===== src/rtl/wb_spi_arbiter.sv =====
// wb_spi_arbiter: round-robin Wishbone classic arbiter sharing the single
// wb_spi slave between NUM_M masters. Grant is held for the whole cyc of the
// owner; a watchdog aborts an owner whose strobe goes unacknowledged.
module wb_spi_arbiter #(
  parameter int NUM_M   = 2,
  parameter int TIMEOUT = 64
) (
  input  logic               clk,
  input  logic               rst,
  input  logic [NUM_M*32-1:0] m_adr_i,
  input  logic [NUM_M*32-1:0] m_dat_i,
  input  logic [NUM_M-1:0]   m_we_i,
  input  logic [NUM_M-1:0]   m_stb_i,
  input  logic [NUM_M-1:0]   m_cyc_i,
  output logic [31:0]        m_dat_o,
  output logic [NUM_M-1:0]   m_ack_o,
  output logic [NUM_M-1:0]   m_err_o,
  output logic [NUM_M-1:0]   gnt_o,
  output logic [31:0]        s_adr_o,
  output logic [31:0]        s_dat_o,
  output logic               s_we_o,
  output logic               s_stb_o,
  output logic               s_cyc_o,
  input  logic [31:0]        s_dat_i,
  input  logic               s_ack_i
);

  localparam int GW = (NUM_M > 1) ? $clog2(NUM_M) : 1;
  // Counter only needs to reach TIMEOUT-1; keep at least one bit when disabled.
  localparam int WW = (TIMEOUT > 0) ? $clog2(TIMEOUT + 1) : 1;
  localparam bit WD_EN = (TIMEOUT > 0);
  localparam logic [WW-1:0] WD_LAST = WW'(TIMEOUT - 1);

  typedef enum logic [1:0] {IDLE, OWN, ABORT} state_t;

  state_t          r_state;
  logic [GW-1:0]   r_g;
  logic [GW-1:0]   r_ptr;
  logic [NUM_M-1:0] r_gnt;
  logic [NUM_M-1:0] r_err;
  logic [WW-1:0]   r_wdog;

  logic            w_any;
  logic [GW-1:0]   w_win;
  logic [GW-1:0]   w_idx;
  logic [GW-1:0]   w_sel;
  logic [GW-1:0]   w_g_next;
  logic            w_own;
  logic            w_cyc_g;
  logic            w_stall;
  logic            w_wd_hit;

  // Round-robin pick: scan offsets high to low so the lowest offset from
  // r_ptr is the last to overwrite, i.e. the winner.
  always_comb begin
    w_any = 1'b0;
    w_win = r_ptr;
    w_idx = r_ptr;
    for (int i = NUM_M - 1; i >= 0; i--) begin
      w_idx = GW'((int'(r_ptr) + i) % NUM_M);
      if (m_cyc_i[w_idx]) begin
        w_any = 1'b1;
        w_win = w_idx;
      end
    end
  end

  assign w_own    = (r_state == OWN);
  assign w_cyc_g  = m_cyc_i[r_g];
  assign w_sel    = w_own ? r_g : r_ptr;
  assign w_g_next = (r_g == GW'(NUM_M - 1)) ? '0 : r_g + 1'b1;

  // Address/data path follows the owner; outside OWN it idles on r_ptr's master.
  always_comb begin
    s_adr_o = m_adr_i[31:0];
    s_dat_o = m_dat_i[31:0];
    for (int k = 0; k < NUM_M; k++) begin
      if (w_sel == GW'(k)) begin
        s_adr_o = m_adr_i[k*32 +: 32];
        s_dat_o = m_dat_i[k*32 +: 32];
      end
    end
  end

  assign s_cyc_o  = w_own & m_cyc_i[r_g];
  assign s_stb_o  = w_own & m_stb_i[r_g];
  assign s_we_o   = w_own & m_we_i[r_g];
  assign m_dat_o  = s_dat_i;
  // r_gnt is one-hot of r_g, so masking routes ack to the owner only.
  assign m_ack_o  = r_gnt & {NUM_M{w_own & s_ack_i}};
  assign m_err_o  = r_err;
  assign gnt_o    = r_gnt;

  assign w_stall  = s_stb_o & ~s_ack_i;
  assign w_wd_hit = WD_EN && w_stall && (r_wdog == WD_LAST);

  // Arbitration FSM with watchdog and registered grant/error outputs.
  always_ff @(posedge clk) begin
    if (rst) begin
      r_state <= IDLE;
      r_g     <= '0;
      r_ptr   <= '0;
      r_gnt   <= '0;
      r_err   <= '0;
      r_wdog  <= '0;
    end else begin
      r_err <= '0;
      case (r_state)
        IDLE: begin
          r_wdog <= '0;
          if (w_any) begin
            r_state <= OWN;
            r_g     <= w_win;
            r_gnt   <= NUM_M'(1) << w_win;
          end
        end
        OWN: begin
          if (!w_cyc_g) begin
            r_state <= IDLE;
            r_gnt   <= '0;
            r_ptr   <= w_g_next;
            r_wdog  <= '0;
          end else if (w_wd_hit) begin
            r_state <= ABORT;
            r_err   <= r_gnt;
            r_wdog  <= '0;
          end else if (w_stall && WD_EN) begin
            r_wdog  <= r_wdog + 1'b1;
          end else if (!w_stall) begin
            r_wdog  <= '0;
          end
        end
        ABORT: begin
          r_wdog <= '0;
          if (!w_cyc_g) begin
            r_state <= IDLE;
            r_gnt   <= '0;
            r_ptr   <= w_g_next;
          end
        end
        default: r_state <= IDLE;
      endcase
    end
  end

endmodule


===== config.mk =====
export PLATFORM = sky130hd
export DESIGN_NAME = wb_spi_arbiter
export DESIGN_NICKNAME = d
export VERILOG_FILES = /design/src/rtl/wb_spi_arbiter.sv
export SDC_FILE = /design/constraint.sdc
export NUM_CORES = 1
export LEC_CHECK = 0
export ABC_AREA = 1
export CORE_ASPECT_RATIO = 0.6
export CORE_MARGIN = 5
export CORE_UTILIZATION = 26
export CTS_CLUSTER_DIAMETER = 120
export DETAILED_ROUTE_END_ITERATION = 16
export GPL_ROUTABILITY_DRIVEN = 0
export PLACE_DENSITY = 0.81
export SLEW_MARGIN = 40
export SYNTH_ARGS = -nofsm -noshare
export SYNTH_HDL_FRONTEND = slang
export SYNTH_SLANG_ARGS = --single-unit

===== constraint.sdc =====
create_clock -name clk -period 2.2 [get_ports clk]
set_clock_uncertainty 0.1 [all_clocks]
set_input_delay 0.33 -clock clk [delete_from_list [all_inputs] [get_ports clk]]
set_output_delay 0.33 -clock clk [all_outputs]
set_load 0.03 [all_outputs]

==> results.cfg <==
[logic_synthesis]
synthArstFlopShare_pct = 0
ys.flop_type = dfxtp_1
synth_top_family_by_area = multiplexers
synthXorXnorAreaFrac_pct = 0
synth_edf_count = 0
syn_avg_cell_area_sq_um = 8.90
synthesis.nets = 418
ys_seq_elements = 15
synth_compound_area_share_pct = 6.80
synth_seq_area_share_pct = 13.8
syn_area_sq_um = 2170
synthSimpleGateAreaFrac_pct = 13.4
synthMuxAreaShare_pct = 43.6
synthCells = 244
ys.warnings.count = 0
ys_types = 20
yosys.area_share.adder_pct = 2.88

[clocking]
cts_hold_buffers = 0
cts_root_buf = clkbuf_16
cts_made_buffers = 3
htreeDepth = 1
insertion_delay_ns = 0.24
clk_path_buf_depth = 2
clk_pin_slew_ns = 0.05
cts_tree = built
cts.sinks = 15

[floorplan]
die_x_um = 128
num_rows = 25
start_util_pct = 27.1
core_sq_um = 8010
fp.dieH_um = 80.8
io_pins = 274
dieArea_sq_um = 10300

[critical_path]
r2r-start = r_state[0]
cpPeakStageDelay_ns = 0.32
cp-end-kind = output pin
crit_family = buffers and inverters
required_ns = 1.77
critPathBufInv = 6
crit_path_max_fanout = 8
cpMostUsedCell = buf_12
path_cells = inv_2 > ha_4 > inv_4 > o21ai_4 > buf_12 > buf_16 > buf_12 > mux2_4 > buf_6
arrival_ns = 1.85
cp-start-kind = register
slowest_stage = dfxtp_2
crit_path_start = r_state[1]
critPathKind = register to output pin

[placement]
dp_slack_ns = -0.324
placed_cell_area_sq_um = 4090
dpl.hpwl_um = 9030
port_buffers = 209

[routing]
drcViolationCount = 0
wl_per_cell_um = 19.8
wl_um = 11000
vias = 2484
viasPerCell = 4.49
ant_nets = 0
drtPass1Iterations = 5
first_iter_violations = 86

[sta]
tightest_slew_ns = 0.342
holdWs_ns = 0.363
setup_violations = 40
setup_tns_ns = -2.58
rsz0062_at_grt = yes
slew_violations = 0
slew_headroom_pct = 77.1
timing.final.crit_share_pct = 104
hold_viol = 0
fin_ws_ns = -0.0826
period_minus_slack_ns = 2.28
max_freq_ghz = 0.438

[job]
timing.max_cap.violations = 0

[global_routing]
grt_pass1_wl_um = 14700
grt_max_degree = 13
grt_usage_pct = 18.5
antenna_found_initial = 0
grt_pass1_vias = 2490
grt.overflow.total = 0

[finish]
drive_gt1_share_pct = 38.4
final_common_cell = clkdlybuf4s50_1
layout_common_cells = clkdlybuf4s50_1 (140), mux2_4 (63), buf_6 (46)
final_cell_area_sq_um = 4510
nets = 620
syn_to_final_growth_pct = 108
fillers = 718
seqCellArea_sq_um = 303
multiInputGateArea_sq_um = 1480
diodes = 0

[status]
violations = setup timing
status = finished, violations left

[hold_path]
hp-start = r_wdog[6]
worstHoldPathType = register to register

[pwr]
power_mw = 2.29
intPower_mw = 1.43
seqPwrFrac_pct = 13.1
ir_drop_uv = 260
p_leak_nw = 1.99
p_per_area_nw_per_um2 = 509
switchingPower_mw = 0.869
pwr-share-clk_pct = 15.5
switching_share_pct = 37.9
pwr-share-comb_pct = 71.4
-- tightest hold or removal path: cells and delay by family, from the launching register on --
family / cells / cell delay, ns
flops: 1 / 0.30
simple gates: 1 / 0.05
buf+inv: 1 / 0.07
-- synthesized netlist by cell type (4+ instances only) --
library cell | instances | area [sq um]
nor3_1 | 5 | 25.0
mux2_2 | 4 | 45.0
nor2_1 | 25 | 93.8
o21ai_0 | 8 | 40.0
ha_1 | 5 | 62.6
nand2_1 | 29 | 109
buf_4 | 32 | 240
inv_1 | 23 | 86.3
buf_8 | 6 | 90.1
a21oi_1 | 15 | 75.1
dfxtp_1 | 15 | 300
mux2_4 | 60 | 901
nand3_1 | 10 | 50.1
-- cell type report --
type                    instances  area share (%)
repair buffers                236            53.7
multi-input cells             166            32.8
flip-flops and latches         15            6.72
well taps                     108            3.00
inverters                      24            2.05
clock buffers                   4            1.75
-- layer usage --
layer	global-route usage (%)	wire length, um	vias up
li1	-	-	1188
met1	20.4	4020	1165
met2	34.1	5850	115
met3	6.50	825	16
met4	5.08	269	0
met5	0	0	-
-- power by group through the flow --
stage                     registers (mW)  clock network (mW)  logic, mW
after CTS                          0.300               0.362       1.62
after global routing               0.302               0.377       1.71
after detailed placement           0.302                   0       1.44
after floorplan                    0.318                   0      0.921
final                              0.300               0.356       1.64
after global placement             0.302                   0       1.42
-- flip-flops by register name, indices dropped and copies added, names as in the netlist --
| name | cells |
|---|---|
| r_state | 2 |
| gnt_o | 2 |
| r_g | 1 |
| m_err_o | 2 |
| r_wdog | 7 |
| r_ptr | 1 |
-- final timing paths --
kind                 end  slack (ns)  cells after the start
max          s_dat_o[29]       -0.08                      9
min            r_wdog[6]        0.36                      2
max reg2reg     gnt_o[0]        0.22                      8
min reg2reg    r_wdog[6]        0.36                      2
-- kinds of logic (layout without fill, tap and decap cells) --
logic type / after synthesis / count (layout)
AOI/OAI and AO/OA: 26 / 26
adders and majority gates: 5 / 5
buffers and inverters: 63 / 264
DFF: 15 / 15
muxes: 64 / 64
and+or+nand+nor: 71 / 71
-- metrics by stage --
stage / instances / util, %
2_1_floorplan: 244 / -
3_3_place_gp: 534 / 51.1
3_5_place_dp: 534 / 51.1
4_1_cts: 552 / 55.8
5_1_grt: 553 / 56.3
6_report: 553 / 56.3
-- what timing repair did --
action | 4_1_cts | 5_1_grt
pin swaps | 1 | 2
setup buffers | 11 | 2
cloned | 3 | 2
resized for setup | 239 | 29
endpoints found under the hold margin | 0 | 0
setup endpoints to repair | 66 | 64
Power figures use the tool's default switching activity.
